**src/rtl/multicycle_controller.sv**
```systemverilog
`default_nettype none
// ============================================================================
// Module   : multicycle_controller
// Brief    : Main control FSM of the multicycle RV32I core (fetch/decode/
//            execute/memory/writeback sequencing over shared datapaths).
// Revision : 1.0 - initial release
// ============================================================================
module multicycle_controller (
    input  logic       clk,
    input  logic       reset,
    input  logic [6:0] op,
    input  logic [2:0] funct3,
    input  logic       zero,
    input  logic       lt,
    input  logic       ltu,
    input  logic       mem_ready,
    output logic       pcupdate,
    output logic       adrsrc,
    output logic       memwrite,
    output logic       irwrite,
    output logic       regwrite,
    output logic [1:0] resultsrc,
    output logic [1:0] alusrca,
    output logic [1:0] alusrcb,
    output logic [1:0] aluop,
    output logic [2:0] immsrc,
    output logic       illegal,
    output logic [3:0] state
);

    localparam logic [3:0] c_FETCH    = 4'd0;
    localparam logic [3:0] c_DECODE   = 4'd1;
    localparam logic [3:0] c_MEMADR   = 4'd2;
    localparam logic [3:0] c_MEMREAD  = 4'd3;
    localparam logic [3:0] c_MEMWB    = 4'd4;
    localparam logic [3:0] c_MEMWRITE = 4'd5;
    localparam logic [3:0] c_EXECR    = 4'd6;
    localparam logic [3:0] c_EXECI    = 4'd7;
    localparam logic [3:0] c_ALUWB    = 4'd8;
    localparam logic [3:0] c_BRANCH   = 4'd9;
    localparam logic [3:0] c_JUMP     = 4'd10;
    localparam logic [3:0] c_JALR     = 4'd11;
    localparam logic [3:0] c_LUI      = 4'd12;
    localparam logic [3:0] c_AUIPC    = 4'd13;
    localparam logic [3:0] c_ERROR    = 4'd14;

    localparam logic [6:0] c_OP_LOAD   = 7'b0000011;
    localparam logic [6:0] c_OP_STORE  = 7'b0100011;
    localparam logic [6:0] c_OP_RTYPE  = 7'b0110011;
    localparam logic [6:0] c_OP_ITYPE  = 7'b0010011;
    localparam logic [6:0] c_OP_BRANCH = 7'b1100011;
    localparam logic [6:0] c_OP_JAL    = 7'b1101111;
    localparam logic [6:0] c_OP_JALR   = 7'b1100111;
    localparam logic [6:0] c_OP_LUI    = 7'b0110111;
    localparam logic [6:0] c_OP_AUIPC  = 7'b0010111;

    logic [3:0] r_state;
    logic [3:0] w_next;
    logic       w_taken;
    logic       w_pcupdate;
    logic       w_memwrite;
    logic       w_irwrite;
    logic       w_regwrite;

    always_ff @(posedge clk or posedge reset) begin
        if (reset) begin
            r_state <= c_FETCH;
        end else begin
            r_state <= w_next;
        end
    end

    always_comb begin
        w_taken = 1'b0;
        case (funct3)
            3'b000:  w_taken = zero;
            3'b001:  w_taken = ~zero;
            3'b100:  w_taken = lt;
            3'b101:  w_taken = ~lt;
            3'b110:  w_taken = ltu;
            3'b111:  w_taken = ~ltu;
            default: w_taken = 1'b0;
        endcase
    end

    always_comb begin
        w_next = c_ERROR;
        case (r_state)
            c_FETCH:    w_next = mem_ready ? c_DECODE : c_FETCH;
            c_DECODE: begin
                case (op)
                    c_OP_LOAD, c_OP_STORE: w_next = c_MEMADR;
                    c_OP_RTYPE:            w_next = c_EXECR;
                    c_OP_ITYPE:            w_next = c_EXECI;
                    // funct3 010/011 are not defined branch conditions
                    c_OP_BRANCH:           w_next = (funct3[2:1] == 2'b01) ? c_ERROR : c_BRANCH;
                    c_OP_JAL:              w_next = c_JUMP;
                    c_OP_JALR:             w_next = c_JALR;
                    c_OP_LUI:              w_next = c_LUI;
                    c_OP_AUIPC:            w_next = c_AUIPC;
                    default:               w_next = c_ERROR;
                endcase
            end
            c_MEMADR:   w_next = (op == c_OP_LOAD) ? c_MEMREAD : c_MEMWRITE;
            c_MEMREAD:  w_next = mem_ready ? c_MEMWB : c_MEMREAD;
            c_MEMWB:    w_next = c_FETCH;
            c_MEMWRITE: w_next = mem_ready ? c_FETCH : c_MEMWRITE;
            c_EXECR:    w_next = c_ALUWB;
            c_EXECI:    w_next = c_ALUWB;
            c_ALUWB:    w_next = c_FETCH;
            c_BRANCH:   w_next = c_FETCH;
            c_JUMP:     w_next = c_ALUWB;
            c_JALR:     w_next = c_JUMP;
            c_LUI:      w_next = c_FETCH;
            c_AUIPC:    w_next = c_ALUWB;
            c_ERROR:    w_next = c_ERROR;
            default:    w_next = c_ERROR;
        endcase
    end

    always_comb begin
        w_pcupdate = 1'b0;
        w_memwrite = 1'b0;
        w_irwrite  = 1'b0;
        w_regwrite = 1'b0;
        adrsrc     = 1'b0;
        resultsrc  = 2'b00;
        alusrca    = 2'b00;
        alusrcb    = 2'b00;
        aluop      = 2'b00;
        immsrc     = 3'b000;
        illegal    = 1'b0;
        case (r_state)
            c_FETCH: begin
                alusrcb    = 2'b10;
                resultsrc  = 2'b10;
                w_irwrite  = mem_ready;
                w_pcupdate = mem_ready;
            end
            c_DECODE: begin
                alusrca = 2'b01;
                alusrcb = 2'b01;
                immsrc  = (op == c_OP_JAL) ? 3'b011 : 3'b010;
            end
            c_MEMADR: begin
                alusrca = 2'b10;
                alusrcb = 2'b01;
                immsrc  = (op == c_OP_LOAD) ? 3'b000 : 3'b001;
            end
            c_MEMREAD: begin
                adrsrc = 1'b1;
            end
            c_MEMWB: begin
                resultsrc  = 2'b01;
                w_regwrite = 1'b1;
            end
            c_MEMWRITE: begin
                adrsrc     = 1'b1;
                w_memwrite = 1'b1;
            end
            c_EXECR: begin
                alusrca = 2'b10;
                aluop   = 2'b10;
            end
            c_EXECI: begin
                alusrca = 2'b10;
                alusrcb = 2'b01;
                aluop   = 2'b10;
                immsrc  = (funct3[1:0] == 2'b01) ? 3'b101 : 3'b000;
            end
            c_ALUWB: begin
                w_regwrite = 1'b1;
            end
            c_BRANCH: begin
                alusrca    = 2'b10;
                aluop      = 2'b01;
                w_pcupdate = w_taken;
            end
            c_JUMP: begin
                alusrca    = 2'b01;
                alusrcb    = 2'b10;
                w_pcupdate = 1'b1;
            end
            c_JALR: begin
                alusrca = 2'b10;
                alusrcb = 2'b01;
            end
            c_LUI: begin
                immsrc     = 3'b100;
                resultsrc  = 2'b11;
                w_regwrite = 1'b1;
            end
            c_AUIPC: begin
                alusrca = 2'b01;
                alusrcb = 2'b01;
                immsrc  = 3'b100;
            end
            c_ERROR: begin
                illegal = 1'b1;
            end
            default: begin
                illegal = 1'b0;
            end
        endcase
    end

    // Strobes are masked while reset is held so FETCH's mem_ready path stays quiet
    assign pcupdate = w_pcupdate & ~reset;
    assign memwrite = w_memwrite & ~reset;
    assign irwrite  = w_irwrite  & ~reset;
    assign regwrite = w_regwrite & ~reset;
    assign state    = r_state;

endmodule
`default_nettype wire

```
**config.mk**
```make
export PLATFORM = sky130hd
export DESIGN_NAME = multicycle_controller
export DESIGN_NICKNAME = d
export VERILOG_FILES = /design/src/rtl/multicycle_controller.sv
export SDC_FILE = /design/constraint.sdc
export NUM_CORES = 1
export LEC_CHECK = 0
export BUFFER_PORTS_ARGS = -buffer_cell sky130_fd_sc_hd__buf_2
export CORE_MARGIN = 3
export CORE_UTILIZATION = 39
export DETAILED_ROUTE_END_ITERATION = 10
export GPL_TIMING_DRIVEN = 1
export HOLD_SLACK_MARGIN = 0.15
export PLACE_DENSITY_LB_ADDON = 0.25
export SLEW_MARGIN = 20
export SYNTH_ARGS = -nofsm -noshare
export SYNTH_HDL_FRONTEND = slang
export SYNTH_SLANG_ARGS = --single-unit
```
**constraint.sdc**
```tcl
create_clock -name clk -period 1.3 [get_ports clk]
set_input_delay 0.065 -clock clk [delete_from_list [all_inputs] [get_ports clk]]
set_output_delay 0.065 -clock clk [all_outputs]
set_load 0.02 [all_outputs]
```
==> summary.txt, run 1 <==
Outcome
  – Status: finished with violations
  – Failing checks: negative setup slack

Setup path
  – Worst r2r src: state[3]
  – RR Endpoint: state[1]
  – CP max FO: 7
  – Critical path type: flop to output pin
  – R2R setup slack: -0.33 ns
  – Critical path's top delay family: compound AO/OA/AOI/OAI gates
  – Worst Setup End Kind: output pin
  – WP data required: 1.24 ns
  – Critical Path, Cell by Cell: or2_1, a311o_1, o211ai_1, buf_4
  – CP startpoint kind: flop
  – Worst EP arrival: 1.70 ns
  – Slowest CP cell: dfrtp_2
  – CP peak stage delay: 0.47 ns
  – Reg2reg path depth: 7
  – CP bufs+invs: 1

Logic synthesis
  – Top post-synthesis cells by area: dfrtp_1 15%, xnor2_1 6.4%, a21oi_1 5.1%, nor3_1 4.4%, nor2_1 4.4%
  – Distinct cell type count of the synthesized netlist: 39
  – EDFF count, synth: 0
  – Area leader, netlist: dfrtp_1
  – Gate Count Post-Synth: 95
  – Post-Syn Nets: 111
  – Number of synthesized register bits: 4
  – Top-count cell post-synth: nor2_1
  – Post-Syn Area: 682 sq um
  – FFs w/ async S/R, synth: 100%
  – Synth warn: 0
  – Seq/Total Area, Yosys: 14.7%
  – Predominant post-synthesis flop cell: dfrtp_1
  – Most frequent cells after synthesis: 8 x nor2_1, 7 x a21oi_1, 6 x inv_1, 6 x nor3_1
  – Post-synth top area share: 14.7%
  – Syn_area_per_cell: 7.18 sq um

Die
  – Core ar.: 1580 sq um
  – Height of the die: 47.8 um
  – Ports: 37
  – Cell Rows: 14
  – Initial Util: 43.3%
  – Die Wd: 47.8 um
  – Die area: 2290 sq um

Clock tree
  – Reg clk slew, reported paths: 0.05 ns
  – Num CTS Buffers: 3
  – Root Buffer: clkbuf_4
  – CTS sink cnt: 4
  – Clock buffer depth: 2
  – CTS tree: yes
  – Worst-Skew Late Latency: 0.26 ns
  – Htree depth: 1

Min path
  – Worst hold start: mem_ready
  – Hold path depth: 3
  – Hold endpoint: state[0]
  – Worst min-delay path class: input port to flop

Global route
  – Global-route wire length before repair: 5.26 mm
  – Met1 Use GR: 42.3%
  – Initial antenna violation count: 0
  – Grt met3 use: 7.52%
  – Grt met2 use: 54.9%
  – Grt peak-use layer: met2
  – Vias in the first global route: 1,028
  – Overflow after GRT: 0
  – Largest net degree at the start of global routing: 8
  – GRT Util Overall: 33.9%

Final layout
  – Non-Filler Instances: 185
  – Ant diodes: 0
  – Nets: 186
  – Fin util: 92.8%
  – Max reg flops: 4
  – Seq. cell area: 105 sq um
  – Area Overhead vs Synth: 114%
  – Multi-input gate area: 674 sq um
  – # fillers: 64
  – Layout cells sized above 1: 66.9%
  – Design Area, Final: 1460 sq um

STA
  – Final slew viol count: 0
  – Final Hold Fails: 0
  – Max Fclk: 0.568 GHz
  – Unrepaired setup endpoints after global routing: yes
  – Tcrit/Tclk final: 135%
  – Crit path time final: 1.76 ns
  – Final setup viols: 20
  – Final WS setup: -0.461 ns
  – Setup TNS: -4.79 ns
  – Clock skew: 0.00751 ns
  – Worst hold slack: 0.202 ns
  – Measured slew at the worst slew-check pin: 0.418 ns
  – Slew headroom: 72.1%

Drt
  – Vias post-DR: 1,187
  – Antenna viol nets, final: 0
  – Post-Route WL: 4.34 mm
  – WL/cell: 23.5 um
  – Vias/cell: 6.42
  – Drc violations: 0
  – Initial DRC Count: 103
  – Initial DRT Pass Iterations: 4

Pwr
  – Max VDD drop: 1.94 mV
  – Static Leak: 0.688 nW
  – Clock power frac: 5.1%
  – Cell internal pwr: 1.97 mW
  – Power Density: 2620 nW/um^2
  – Reg power frac: 8.8%
  – Sw frac: 48.7%
  – P_sw: 1.87 mW
  – Logic pwr share: 86.1%

Place
  – Cell Area, Placed: 1080 sq um
  – Cell count after placement: 165
  – Placer Congestion: 0.869
  – Port Buffers: 36
  – HPWL after detailed placement: 1.90 mm

Flow run
  – Total of max-cap violations: 0
-- worst max path at each step --
stage / start / to / depth (start not counted)
global placement: state[3] / state[3] / 4
finish: state[3] / immsrc[0] / 4
floorplan: state[1] / immsrc[0] / 6
CTS: state[2] / immsrc[0] / 4
global route: state[3] / immsrc[0] / 6
detailed placement: state[3] / immsrc[0] / 4
-- cell families (layout without fill, tap and decap cells) --
family | Yosys count | in the layout | share of synthesized area [%]
and+or+nand+nor | 45 | 45 | 40.4
AOI/OAI and AO/OA | 26 | 26 | 25.7
buffers and inverters | 13 | 87 | 10.1
xor gates and xnor gates | 6 | 6 | 7.71
DFF | 4 | 4 | 14.7
muxes | 1 | 1 | 1.47
-- repair_timing --
action,in CTS,in global routing
hold buffers,2,0
pin swaps,14,5
resized for setup,47,14
endpoints found under the setup margin,20,20
setup buffers,8,7
endpoints found under the hold margin,5,0
-- routing by layer --
metal,part of all wire (%),vias up,routed length (um)
met1,37,552,1600
met4,5.4,2,236
met2,49,107,2110
li1,-,498,-
met5,0.62,-,27
met3,8.7,28,376
-- per-stage QoR --
step                      worst slack, ns  power [mW]
after global routing               -0.486        4.01
final                              -0.461        3.84
after global placement            -0.0372        2.36
after floorplan                    -0.197        1.59
after detailed placement          -0.0510        2.41
after CTS                          -0.274        3.23
-- power by group through the flow --
stage                     combinational, mW  clock (mW)  sequential, mW
after global placement                 2.04           0           0.320
after floorplan                        1.28           0           0.319
final                                  3.31       0.196           0.336
after detailed placement               2.08           0           0.329
after CTS                              2.72       0.189           0.327
after global routing                   3.46       0.203           0.346
-- worst min-delay path, cell delays in order --
cell     delay (ns)
buf_2          0.16
a21oi_2        0.09
o32ai_2        0.09
-- cell type report --
cell class,count,area share (%)
clock buffer,4,1.80
inverter,6,1.71
multi-input combinational,78,46.1
sequential,4,7.19
tap,16,1.37
timing repair buffer,77,41.8
-- placed cells by master, fill, tap and decap left out, drive strengths merged --
cell / synthesis / layout
buf: 6 / 75
nor2: 8 / 8
a21oi: 7 / 7
inv: 6 / 6
nor3: 6 / 6
xnor2: 5 / 5
nand2b: 5 / 5
o21ai: 5 / 5
dfrtp: 4 / 4
nor2b: 4 / 4
nand2: 4 / 4
clkbuf: 1 / 4
nand3b: 3 / 3
nand4: 3 / 3
and2: 2 / 2
nand4b: 2 / 2
and3b: 2 / 2
o211ai: 2 / 2
dlygate4sd3: 0 / 2
nor3b: 2 / 2
o32ai: 1 / 1
or2: 1 / 1
o31ai: 1 / 1
a22o: 1 / 1
xor2: 1 / 1
o22ai: 1 / 1
a21o: 1 / 1
nor4: 1 / 1
a311o: 1 / 1
or3: 1 / 1
a21boi: 1 / 1
o311ai: 1 / 1
a2111oi: 1 / 1
a211o: 1 / 1
o221ai: 1 / 1
mux2i: 1 / 1
and3: 1 / 1
a41oi: 1 / 1
(Power assumes the default switching activity.)
==> run 2, diff against run 1 <==
- CORE_MARGIN: 3 -> 2
==> run 2 against run 1 <==
The run still ends with negative setup slack left. Critical path depth is the same. Utilization shrank 2.9 points. Clock power is 4% lower. Design area increased by 3.8%. Maximum frequency is 7.9% higher. Non-clock buffer count down 1. Power decreased by 0.28%. Die area fell by 8.2%. Sequential power up 1%. Largest cell class unchanged.
==> summary.txt, run 2 (synthesized netlist as in run 1, its figures left out) <==
Outcome
  – Failing checks: negative setup slack
  – Status: finished with violations

Flow run
  – Total of max-cap violations: 0

Setup path
  – Worst EP arrival: 1.57 ns
  – CP peak stage delay: 0.47 ns
  – R2R setup slack: -0.12 ns
  – WP data required: 1.24 ns
  – Worst Setup End Kind: output pin
  – Critical path type: flop to output pin
  – Worst r2r src: state[3]
  – CP startpoint kind: flop
  – RR Endpoint: state[2]
  – Slowest CP cell: dfrtp_2
  – Critical Path, Cell by Cell: or2_4, a311o_1, o211ai_1, buf_4
  – Reg2reg path depth: 5
  – CP max FO: 7

STA
  – Slew headroom: 79.4%
  – Final setup viols: 21
  – Final Hold Fails: 0
  – Measured slew at the worst slew-check pin: 0.305 ns
  – Unrepaired setup endpoints after global routing: yes
  – Clock skew: 0.00912 ns
  – Final slew viol count: 0
  – Max Fclk: 0.613 GHz
  – Final WS setup: -0.331 ns
  – Crit path time final: 1.63 ns
  – Tcrit/Tclk final: 125%
  – Setup TNS: -3.38 ns

Final layout
  – Most common cell after layout, fill and taps aside: buf_4
  – # fillers: 66
  – Design Area, Final: 1520 sq um
  – Ant diodes: 0
  – Layout cells sized above 1: 67.3%
  – Commonest non-fill, non-tap cells in the layout: 32 x buf_4, 22 x buf_2, 16 x buf_6
  – Area Overhead vs Synth: 123%
  – Max reg flops: 4
  – Nets: 185

Clock tree
  – Reg clk slew, reported paths: 0.05 ns
  – Htree depth: 1
  – CTS sink cnt: 4
  – Num CTS Buffers: 3
  – Root Buffer: clkbuf_4
  – Clock buffer depth: 2
  – CTS tree: yes
  – Worst-Skew Late Latency: 0.25 ns

Die
  – Die area: 2100 sq um
  – Height of the die: 45.8 um
  – Initial Util: 40.4%
  – Die Wd: 45.8 um
  – Ports: 37
  – Core ar.: 1690 sq um
  – Cell Rows: 15

Pwr
  – Max VDD drop: 1.86 mV
  – Power Density: 2520 nW/um^2
  – Total Power: 3.83 mW
  – Static Leak: 0.698 nW

Drt
  – WL/cell: 19.1 um
  – Vias/cell: 5.75
  – Drc violations: 0
  – Post-Route WL: 3.54 mm
  – Antenna viol nets, final: 0
  – Initial DRT Pass Iterations: 4
  – Initial DRC Count: 36
  – Vias post-DR: 1,064

Global route
  – Largest net degree at the start of global routing: 11
  – GRT Util Overall: 28.8%
  – Overflow after GRT: 0
  – Vias in the first global route: 986
  – Global-route wire length before repair: 4.46 mm
  – Initial antenna violation count: 0

Place
  – HPWL after detailed placement: 1.78 mm
  – Port Buffers: 36
  – Placer Congestion: 0.872
  – Cell Area, Placed: 1070 sq um

Min path
  – Hold path depth: 3
  – Worst hold start: op[3]
  – Hold endpoint: state[2]
  – Worst min-delay path class: input port to flop
## run 2: cell count changes in the layout (fill, tap and decap cells not counted), sizes merged
cell    delta
clkbuf     +1
buf        -2
## run 2: area by class of cell
class,instances,area (sq um),share of cell area (%)
timing repair buffer,76,626,41.2
inverter,6,25.0,1.65
clock buffer,4,26.3,1.73
tap,17,21.3,1.40
multi-input combinational,78,716,47.1
sequential,4,105,6.92
## run 2: worst max-delay path: cells and delay by family (launching register included)
kind	cells	cell delay, ns
compound gates	2	0.40
simple gates	1	0.28
buf+inv	1	0.18
flops	1	0.47
## run 2: stage by stage
stage               worst slack, ns  cells  utilization [%]  hold slack (ns)
global route                 -0.392    185             89.9            0.248
detailed placement          -0.0487    163             63.6          0.00638
finish                       -0.331    185             89.9            0.231
CTS                          -0.256    174             77.5            0.193
global placement            -0.0223    163             63.6          0.00122
floorplan                    -0.197     95                -           -0.169
## run 2: routing by layer
| layer | track usage, % | share of wire (%) |
|---|---|---|
| met1 | 36.4 | 46 |
| met2 | 51.5 | 50 |
| met3 | 2.38 | 4.0 |
| met4 | 8.00 | 0.68 |
| met5 | 0 | 0 |
## run 2: what timing repair did
action,CTS,global route
buffers inserted,5,12
setup endpoints to repair,19,21
resized for setup,40,25
endpoints found under the hold margin,5,0
cloned,0,1
hold buffers,2,0
pin swaps,7,10
## run 2: where the power goes
part | total (mW) | internal, mW | switching (mW)
registers | 0.340 | 0.192 | 0.148
logic | 3.30 | 1.69 | 1.61
clock network | 0.188 | 0.117 | 0.0719
total | 3.83 | 2.00 | 1.83
## run 2: worst max path at each step
stage,start,endpoint,cells after the start
final,state[3],immsrc[0],4
after global routing,state[3],immsrc[0],6
after CTS,state[2],immsrc[0],4
after detailed placement,state[3],immsrc[0],5
after global placement,state[1],state[0],4
after floorplan,state[1],immsrc[0],6
==> run 3, diff against run 2 <==
- ABC_AREA: not set -> 1
==> run 3 against run 2 <==
The flow still finishes with violations (negative setup slack). Maximum frequency grew 4.4%. Non-clock buffer count down 16. Sequential power shrank 63%. Critical path depth rose by 3. Synthesized area is 4.0% lower. Die area is 3.7% lower. Global-route usage is 2.9 points lower. Cell count is 8.1% higher. Combinational power decreased by 98%. First-iteration DRC count grew 19%. Clock power is 10% lower. Routed wire length fell by 23%. Critical path type unchanged. Highest routed layer unchanged.
==> summary.txt, run 3 <==
Logic synthesis
  – Syn_area_per_cell: 5.41 sq um
  – Top post-synthesis cells by area: nand2_1 22%, dfrtp_1 15%, nor2_1 13%, inv_1 8.6%, nand3_1 7.6%
  – Distinct cell type count of the synthesized netlist: 23
  – Largest family of logic cells by synthesized area: simple AND/OR/NAND/NOR gates
  – Xor and xnor area share after synthesis: 1.34%
  – Synth warn: 0
  – Mux share of post-synthesis cell area: 0%
  – Seq/Total Area, Yosys: 15.3%
  – Number of synthesized register bits: 4
  – Post-synth top area share: 22.4%
  – EDFF count, synth: 0
  – Post-Syn Area: 654 sq um
  – Post-Synth Adder-Cell Area: 0%
  – Synth Area in Simple Gates: 61.2%
  – Most frequent cells after synthesis: 39 x nand2_1, 22 x nor2_1, 15 x inv_1
  – Predominant post-synthesis flop cell: dfrtp_1
  – Area leader, netlist: nand2_1
  – Gate Count Post-Synth: 121
  – FFs w/ async S/R, synth: 100%
  – Top-count cell post-synth: nand2_1
  – Post-Syn Nets: 137
  – Compound-Gate Fraction of Synth Area: 11.3%

Clock tree
  – Num CTS Buffers: 3
  – Htree depth: 1
  – Clock buffer depth: 2
  – CTS tree: yes
  – Root Buffer: clkbuf_4
  – CTS sink cnt: 4
  – Reg clk slew, reported paths: 0.04 ns
  – Worst-Skew Late Latency: 0.23 ns

Min path
  – Worst min-delay path class: input port to flop
  – Hold path depth: 4
  – Worst hold start: mem_ready
  – Hold endpoint: state[0]

Place
  – Cell count after placement: 185
  – Placer Congestion: 0.945
  – Cell Area, Placed: 966 sq um
  – Port Buffers: 36
  – HPWL after detailed placement: 1.77 mm

Drt
  – Drc violations: 0
  – Post-Route WL: 2.73 mm
  – Antenna viol nets, final: 0
  – Initial DRC Count: 43
  – Initial DRT Pass Iterations: 4
  – Vias post-DR: 1,099
  – Vias/cell: 5.50
  – WL/cell: 13.6 um

STA
  – Slew headroom: 77.4%
  – Final setup viols: 19
  – Final Hold Fails: 0
  – Measured slew at the worst slew-check pin: 0.338 ns
  – Clock skew: 0.00203 ns
  – Final slew viol count: 0
  – Crit path time final: 1.56 ns
  – Unrepaired setup endpoints after global routing: yes
  – Final WS setup: -0.262 ns
  – Max Fclk: 0.640 GHz
  – Tcrit/Tclk final: 120%

Setup path
  – Slowest CP cell: dfrtp_2
  – WP data required: 1.24 ns
  – Critical Path, Cell by Cell: or2_4, nor2_4, nand2_2, nand2_2, inv_2, a21oi_4, buf_6
  – CP max FO: 7
  – Critical path type: flop to output pin
  – Worst r2r src: state[1]
  – RR Endpoint: state[0]
  – Worst Setup End Kind: output pin
  – Worst path most repeated cell: nand2_2
  – CP peak stage delay: 0.46 ns
  – Worst EP arrival: 1.50 ns
  – R2R setup slack: -0.16 ns
  – CP startpoint kind: flop
  – Reg2reg path depth: 9

Final layout
  – Max reg flops: 4
  – Ant diodes: 0
  – Nets: 201
  – Commonest non-fill, non-tap cells in the layout: 37 x nand2_1, 28 x buf_4, 21 x buf_2
  – Non-Filler Instances: 200
  – Most common cell after layout, fill and taps aside: nand2_1
  – Area Overhead vs Synth: 88.1%
  – Layout cells sized above 1: 53.8%
  – Design Area, Final: 1230 sq um

Global route
  – Vias in the first global route: 1,032
  – Global-route wire length before repair: 3.97 mm
  – Initial antenna violation count: 0
  – Overflow after GRT: 0
  – GRT Util Overall: 25.9%
  – Largest net degree at the start of global routing: 8

Pwr
  – Max VDD drop: 0.221 mV
  – Power Density: 306 nW/um^2
  – Static Leak: 0.646 nW

Die
  – Height of the die: 45.0 um
  – Cell Rows: 14
  – Die area: 2020 sq um
  – Initial Util: 42.5%
  – Core ar.: 1540 sq um
  – Ports: 37
  – Die Wd: 45.0 um

Outcome
  – Failing checks: negative setup slack
  – Status: finished with violations

Flow run
  – Total of max-cap violations: 0
==> run 3: cells by family after synthesis <==
logic type	Yosys count
compound gates	12
xor+xnor	1
buf+inv	17
flops	4
simple gates	87
==> run 3: report_power, final <==
part	switching [mW]	internal [mW]
clock network	0.0538	0.115
logic	0.0495	0.0329
registers	0	0.125
total	0.103	0.273
==> run 3: per-stage QoR <==
step	setup TNS (ns)	power, mW	utilization, %	worst slack, ns	hold WS, ns
global route	-3.68	0.395	79.9	-0.333	0.259
floorplan	-0.118	0.163	-	-0.0554	-0.161
finish	-2.80	0.377	79.9	-0.262	0.241
CTS	-1.66	0.377	74.3	-0.223	0.225
global placement	-0.0136	0.200	62.7	-0.0136	0.0227
detailed placement	-0.0244	0.203	62.7	-0.0134	0.0206
==> run 3: final cells by class <==
| type | instances | area (sq um) |
|---|---|---|
| multi-input cells | 100 | 577 |
| repair buffers | 60 | 438 |
| fillers | 101 | 310 |
| flip-flops and latches | 4 | 105 |
| inverters | 16 | 65.1 |
| clock buffers | 4 | 26.3 |
| well taps | 16 | 20.0 |
==> run 3: worst max path at each step <==
stage / from / endpoint / slack (ns) / cells after the start
global placement: state[0] / immsrc[0] / -0.01 / 7
finish: state[1] / pcupdate / -0.26 / 7
global route: state[3] / immsrc[0] / -0.33 / 7
floorplan: state[1] / immsrc[0] / -0.06 / 6
detailed placement: state[2] / immsrc[0] / -0.01 / 7
CTS: state[1] / pcupdate / -0.22 / 7
==> run 3: timing repair <==
| item | 4_1_cts | 5_1_grt |
|---|---|---|
| endpoints found under the setup margin | 16 | 21 |
| endpoints found under the hold margin | 4 | 0 |
| resized for setup | 36 | 17 |
| buffers inserted | 6 | 5 |
| hold buffers | 1 | 0 |
| pin swaps | 4 | 4 |
==> run 3: metal layers <==
layer	wire length (um)	up-vias	GRT usage (%)
li1	-	517	-
met4	50	0	8.82
met5	0	-	0
met1	1020	517	26.5
met3	166	8	3.20
met2	1490	57	52.3
==> run 3: worst max-delay path, delay by kind of cell (launching register included) <==
kind                   cells  cell delay, ns
DFF                        1            0.46
AOI/OAI and AO/OA          1            0.12
and+or+nand+nor            4            0.50
buffers and inverters      2            0.18
